[config.mk]
export PLATFORM = sky130hd
export DESIGN_NAME = bcd_to_bin_32
export DESIGN_NICKNAME = d
export VERILOG_FILES = /design/src/rtl/bcd_pkg.sv /design/src/rtl/bcd_mac10.sv /design/src/rtl/bcd_to_bin_32.sv
export SDC_FILE = /design/constraint.sdc
export NUM_CORES = 1
export LEC_CHECK = 0
export ABC_AREA = 1
export CORE_ASPECT_RATIO = 2
export CORE_MARGIN = 5
export CORE_UTILIZATION = 35
export DETAILED_ROUTE_END_ITERATION = 16
export PLACE_DENSITY = 0.63
export SLEW_MARGIN = 25
export SYNTH_ARGS = -nofsm -noshare
export SYNTH_HDL_FRONTEND = slang
export SYNTH_SLANG_ARGS = --single-unit
[constraint.sdc]
create_clock -name clk -period 3.9 [get_ports clk]
set_clock_uncertainty 0.15 [all_clocks]
set_input_delay 0.78 -clock clk [delete_from_list [all_inputs] [get_ports clk]]
set_output_delay 0.78 -clock clk [all_outputs]
set_load 0.01 [all_outputs]
[src/rtl/bcd_pkg.sv]
// ============================================================================
// Module  : bcd_pkg
// Brief   : Shared BCD constants and converter state encoding.
// Revision: 1.0 - initial release
// ============================================================================
`default_nettype none

package bcd_pkg;

   localparam int                      BCD_DIGIT_W = 4;
   localparam logic [BCD_DIGIT_W-1:0]  BCD_MAX     = 4'd9;

   typedef enum logic [1:0] {
      ST_IDLE = 2'd0,
      ST_RUN  = 2'd1,
      ST_FIN  = 2'd2
   } state_t;

endpackage

`default_nettype wire

[src/rtl/bcd_mac10.sv]
// ============================================================================
// Module  : bcd_mac10
// Brief   : Combinational acc*10 + digit, truncated to OUT_W bits.
// Revision: 1.0 - initial release
// ============================================================================
`default_nettype none

module bcd_mac10
   import bcd_pkg::*;
#(
   parameter int OUT_W = 27
) (
   input  logic [OUT_W-1:0]       acc,
   input  logic [BCD_DIGIT_W-1:0] digit,
   output logic [OUT_W-1:0]       result
);

   // Shift-add form keeps the multiply-by-ten as two adders.
   assign result = (acc << 3) + (acc << 1) + OUT_W'(digit);

endmodule

`default_nettype wire

[src/rtl/bcd_to_bin_32.sv]
// ============================================================================
// Module  : bcd_to_bin_32
// Brief   : Sequential packed-BCD to binary converter, MS digit first.
//           Optional invalid-digit flag (port err) when BCD_CHECK_EN is defined.
// Revision: 1.0 - initial release
// ============================================================================
`default_nettype none

module bcd_to_bin_32
   import bcd_pkg::*;
#(
   parameter int NDIG  = 8,
   parameter int OUT_W = 27
) (
   input  logic                        clk,
   input  logic                        reset_n,
   input  logic                        start,
   input  logic [BCD_DIGIT_W*NDIG-1:0] din,
   output logic                        busy,
   output logic                        done,
   output logic [OUT_W-1:0]            dout
`ifdef BCD_CHECK_EN
   ,
   output logic                        err
`endif
);

   localparam int                 c_din_w = BCD_DIGIT_W * NDIG;
   localparam int                 c_cnt_w = (NDIG > 1) ? $clog2(NDIG) : 1;
   localparam logic [c_cnt_w-1:0] c_last  = c_cnt_w'(NDIG - 1);

   state_t                   r_state;
   state_t                   w_next;
   logic [c_din_w-1:0]       r_sreg;
   logic [OUT_W-1:0]         r_acc;
   logic [OUT_W-1:0]         r_dout;
   logic [OUT_W-1:0]         w_mac;
   logic [c_cnt_w-1:0]       r_cnt;
   logic                     r_busy;
   logic                     r_done;
   logic [BCD_DIGIT_W-1:0]   w_digit;
   logic                     w_last;
   logic                     w_accept;

   assign w_digit  = r_sreg[c_din_w-1 -: BCD_DIGIT_W];
   assign w_last   = (r_cnt == c_last);
   assign w_accept = start && ((r_state == ST_IDLE) || (r_state == ST_FIN));

   bcd_mac10 #(
      .OUT_W (OUT_W)
   ) u_mac (
      .acc    (r_acc),
      .digit  (w_digit),
      .result (w_mac)
   );

   always_comb begin
      w_next = r_state;
      case (r_state)
         ST_IDLE: if (start) w_next = ST_RUN;
         ST_RUN:  if (w_last) w_next = ST_FIN;
         ST_FIN:  w_next = start ? ST_RUN : ST_IDLE;
         default: w_next = ST_IDLE;
      endcase
   end

   // busy/done come from flops loaded with the next-state decode.
   always_ff @(posedge clk or negedge reset_n) begin
      if (!reset_n) begin
         r_state <= ST_IDLE;
         r_busy  <= 1'b0;
         r_done  <= 1'b0;
      end else begin
         r_state <= w_next;
         r_busy  <= (w_next == ST_RUN);
         r_done  <= (w_next == ST_FIN);
      end
   end

   always_ff @(posedge clk or negedge reset_n) begin
      if (!reset_n) begin
         r_sreg <= '0;
         r_acc  <= '0;
         r_cnt  <= '0;
         r_dout <= '0;
      end else if (w_accept) begin
         r_sreg <= din;
         r_acc  <= '0;
         r_cnt  <= '0;
      end else if (r_state == ST_RUN) begin
         r_acc  <= w_mac;
         r_sreg <= r_sreg << BCD_DIGIT_W;
         r_cnt  <= r_cnt + c_cnt_w'(1);
         if (w_last) r_dout <= w_mac;
      end
   end

`ifdef BCD_CHECK_EN
   logic r_flag;
   logic r_err;
   logic w_bad;

   assign w_bad = (w_digit > BCD_MAX);

   always_ff @(posedge clk or negedge reset_n) begin
      if (!reset_n) begin
         r_flag <= 1'b0;
         r_err  <= 1'b0;
      end else if (w_accept) begin
         r_flag <= 1'b0;
      end else if (r_state == ST_RUN) begin
         r_flag <= r_flag | w_bad;
         if (w_last) r_err <= r_flag | w_bad;
      end
   end

   assign err = r_err;
`endif

   assign busy = r_busy;
   assign done = r_done;
   assign dout = r_dout;

endmodule

`default_nettype wire

### Word-level counts from Yosys, hierarchy flattened

Index checks and enable logic that the tools add are counted.

* add/sub/neg operators: 3
* eq/ne operators: 5
* mux-type cells: 10
* bitwise gates (word level): 1
* reductions and logical operators: 5

Operator list (number)
* two-way mux 32 bit: 2
* two-way mux 26 bit: 2
* adder 27 bit: 1
* adder 27 x 4 -> 27 bit: 1
* two-way mux 3 bit: 2
* one-hot mux 2 bit (3 select lines): 1
* == test 2 x 1 -> 1 bit (second input constant): 2
* == test 2 bit (second input constant): 2
* two-way mux 2 bit: 2
* adder 3 x 1 -> 3 bit (second input constant): 1
* == test 3 bit (second input constant): 1
* AND reduction 3 bit: 1
* logical NOT 2 bit: 1
* nonzero test 2 bit: 1
* logical AND 1 bit: 1
* logical OR 1 bit: 1
* two-way mux 1 bit: 1
* NOT 1 bit: 1

* register bits after elaboration: 92
* input bits: 35
* output and inout port bits: 29

### Depth between registers and ports, before layout

* word-level depth: 5
* mapped depth: 15

### Hierarchy

From an unflattened synthesis, not the netlist that was laid out.

* cells, all modules: 848
* area, all modules: 6000.8 um2

By module, submodules not included
* bcd_to_bin_32: instances 1, cells each 428, area each 3781.1 um2, seq. area each 2327.2 um2
* bcd_mac10: instances 1, cells each 420, area each 2219.6 um2, seq. area each 0.0 um2

### Worst setup path before layout

No wires, ideal clock.

* path type: register to register
* start: register r_acc[0]
* end: register r_dout[26], in the netlist dout[26]
* arrival: 2.004 ns
* data required time: 3.631 ns
* slack: 1.627 ns
* cell stages (with the launch flop): 14
* path buffers: 0
* clock period less this slack: 2.273 ns
* cells stage by stage: dfrtp_1 -> inv_1 -> fa_1 -> fa_1 -> inv_1 -> nand2_1 -> nand2_1 -> nand3_1 -> nand2_2 -> nand2_1 -> nand3_1 -> nand2_1 -> nand3_1 -> nand2_1

* cells in the longest elaborated chain, start to end: 2

Ends and longest elaborated chain
* start: declaration: RTL line bcd_to_bin_32.sv:35 `logic [OUT_W-1:0] r_acc;`
* start signal: assignment: RTL line bcd_to_bin_32.sv:91 `r_acc <= w_mac;`
* adder 27 bit: RTL line bcd_mac10.sv:19 `assign result = (acc << 3) + (acc << 1) + OUT_W'(digit);`
* adder 27 x 4 -> 27 bit: RTL line bcd_mac10.sv:19
* end signal: assignment: RTL line bcd_to_bin_32.sv:94 `if (w_last) r_dout <= w_mac;`
* end: declaration: RTL line bcd_to_bin_32.sv:36 `logic [OUT_W-1:0] r_dout;`

Every way passes these cells.
A chain may end at the register's enable or synchronous reset.

### Worst setup path in the final report

* start: register r_acc[0]
* end: register r_dout[14], in the netlist dout[14]

The elaborated chain is that of the path after synthesis.

==> impl_metrics.py <==
metrics = {
    "sta": {
        "relSlewSlack": 0.397,
        "fin_setup_tns_ps": 0,
        "finalCriticalPeriod_ps": 2640,
        "slew_viol_final": 0,
        "tightest_slew_ps": 904,
        "hold_violations": 0,
        "fmax_ghz": 0.378,
        "post-route-period-util": 0.678,
        "rsz0062_at_grt": "no",
        "setup_viol": 0,
    },
    "worst_setup_path": {
        "required_ps": 3990,
        "path_cells": "inv_1 > fa_1 > fa_1 > inv_1 > nand2_1 > nand2_1 > nand3_1 > nand2_2 > nand2_1 > nand2_1 > nand2_1 > nand3_1 > nand2_1",
        "cp-end-kind": "flip-flop",
        "worstSetupPathType": "flip-flop to flip-flop",
        "worstPathArrival_ps": 2730,
        "crit_path_max_fanout": 4,
        "worstSetupStartpointType": "flip-flop",
        "path_common_cell": "nand2_1",
        "slowest_stage": "fa_1",
        "cpPeakStageDelay_ps": 470,
    },
    "job": {
        "cap_violations": 0,
    },
    "cts": {
        "clk_pin_slew_ps": 70,
        "cts_buffers": 9,
        "clockRootBuffer": "clkbuf_16",
        "cts_setup_buffers": 0,
        "cts_resized": 0,
        "hold_buffers": 0,
        "clock_sinks": 92,
        "htreeDepth": 3,
        "clk_latency_ps": 350,
        "cts_buffer_depth": 2,
        "tritoncts": "yes",
    },
    "detailed_routing": {
        "drt-met1-wl_um": 5650,
        "drt_iter0_markers": 196,
        "met3WireLength_um": 492,
        "drc": 0,
        "wl_per_cell_um": 14.9,
        "viasPerCell": 4.86,
        "totalWireLength_um": 15500,
        "firstDrtPassIters": 4,
        "num_vias": 5050,
        "highest_layer": "met4",
        "routed-wl-met2_um": 8560,
        "ant_nets": 0,
    },
    "yosys": {
        "synth_edf_count": 0,
        "yosys_warnings": 0,
        "synth_top_area_frac": 0.399,
        "ys_types": 30,
        "syn_avg_cell_area_sq_um": 7.48,
        "synth-seq-cells": 92,
        "syn_inst": 771,
        "syn_area_sq_um": 5770,
        "async_flop_share": 1.00,
        "synth-main-ff-cell": "dfrtp_1",
        "ys_seq_area_frac": 0.399,
        "synth_area_leaders": "dfrtp_1 (40%), nand2_1 (19%), ha_1 (11%)",
        "yosys.area.top_type": "dfrtp_1",
        "syn-num-nets": 858,
    },
    "placed_design": {
        "gp_congestion": 0.977,
        "io_buffers": 63,
        "dp_hpwl_um": 12100,
    },
    "die": {
        "die_h_um": 192,
        "rows": 66,
        "die_x_um": 101,
        "die_area_sq_um": 19300,
        "start_util": 0.354,
        "core-area_sq_um": 16300,
        "io_pins": 64,
    },
    "final_layout": {
        "layout.nets": 919,
        "drive_gt1_frac": 0.0490,
        "syn2layout_area_growth_pct": 20.0,
        "final_common_cell": "nand2_1",
        "num_antenna_cells": 0,
        "fin_util": 0.425,
        "final_cell_mix": "nand2_1 (290), inv_1 (126), dfrtp_1 (92)",
    },
    "global_route": {
        "grt_overflow_total": 0,
        "antenna_found_initial": 0,
        "grt_pass1_wl_um": 25300,
        "grt_pass1_vias": 5295,
        "track_usage": 0.169,
        "grt_max_degree": 71,
    },
    "status": {
        "status": "completed",
    },
    "hold_path": {
        "hold_path_class": "flip-flop to flip-flop",
    },
}
## cell usage after synthesis (4+ instances only)
library cell,number
nand2_1,290
nand3b_1,6
nand4_1,6
nand3_1,51
clkbuf_1,8
o221ai_1,26
nor2_2,4
nand2_2,9
inv_1,126
nor2_1,27
ha_1,50
a21oi_1,13
xnor2_1,6
buf_2,11
o21ai_0,21
dfrtp_1,92
## critical path, delay by kind of cell, from the launching register on
| kind | cells | cell delay, ps |
|---|---|---|
| AND/OR/NAND/NOR | 9 | 840 |
| flip-flops | 1 | 380 |
| adder cells (fa/ha/maj) | 2 | 920 |
| buffers and inverters | 2 | 250 |
## logic make-up (layout without fill, tap and decap cells)
logic type	Yosys count	after routing	synth area share
flops	92	92	0.399
xor+xnor	8	8	0.0122
compound gates	69	69	0.0799
buf+inv	147	212	0.0981
fa+ha+maj	52	52	0.115
simple gates	403	403	0.295
## registers in the layout, summed over array words and instances (netlist names)
name and cells:
done 1, r_state 2, r_cnt 3, busy 1, r_sreg 32, dout 27, r_acc 26
## cell type report
cell class,count,area [sq um]
clock inverters,5,68.8
flip-flops and latches,92,2300
repair buffers,69,673
clock buffers,10,239
well taps,204,255
inverters,128,480
multi-input cells,532,2900
fillers,1658,9350
## through the flow
step	area, sq um	setup WS (ps)	hold WS (ps)	cells
floorplan	5770	1630	300	771
global placement	6610	1270	313	1025
detailed placement	6610	1240	316	1025
CTS	6920	1260	333	1040
global route	6920	1080	360	1040
finish	6920	1260	329	1040
## worst paths after layout
kind	startpoint	to	slack, ps	depth (start not counted)
worst max-delay path	r_acc[0]$_DFFE_PN0P_	dout[14]$_DFFE_PN0P_	1260	13
worst max register to register	r_acc[0]$_DFFE_PN0P_	dout[14]$_DFFE_PN0P_	1260	13
worst min-delay path	dout[24]$_DFFE_PN0P_	dout[24]$_DFFE_PN0P_	330	2
min in group asynchronous	reset_n	r_acc[24]$_DFFE_PN0P_	400	1
worst min register to register	dout[24]$_DFFE_PN0P_	dout[24]$_DFFE_PN0P_	330	2
max in group asynchronous	reset_n	r_acc[16]$_DFFE_PN0P_	2470	2
## per-layer routing
metal | vias to the layer above | global-route usage
li1 | 2559 | -
met1 | 2337 | 0.169
met3 | 39 | 0.0278
met4 | 0 | 0.0950
met2 | 115 | 0.320
met5 | - | 0
Power is left out: the tool's default activity adds up to more than one toggle a clock period on the data nets, which glitch-free logic cannot reach.
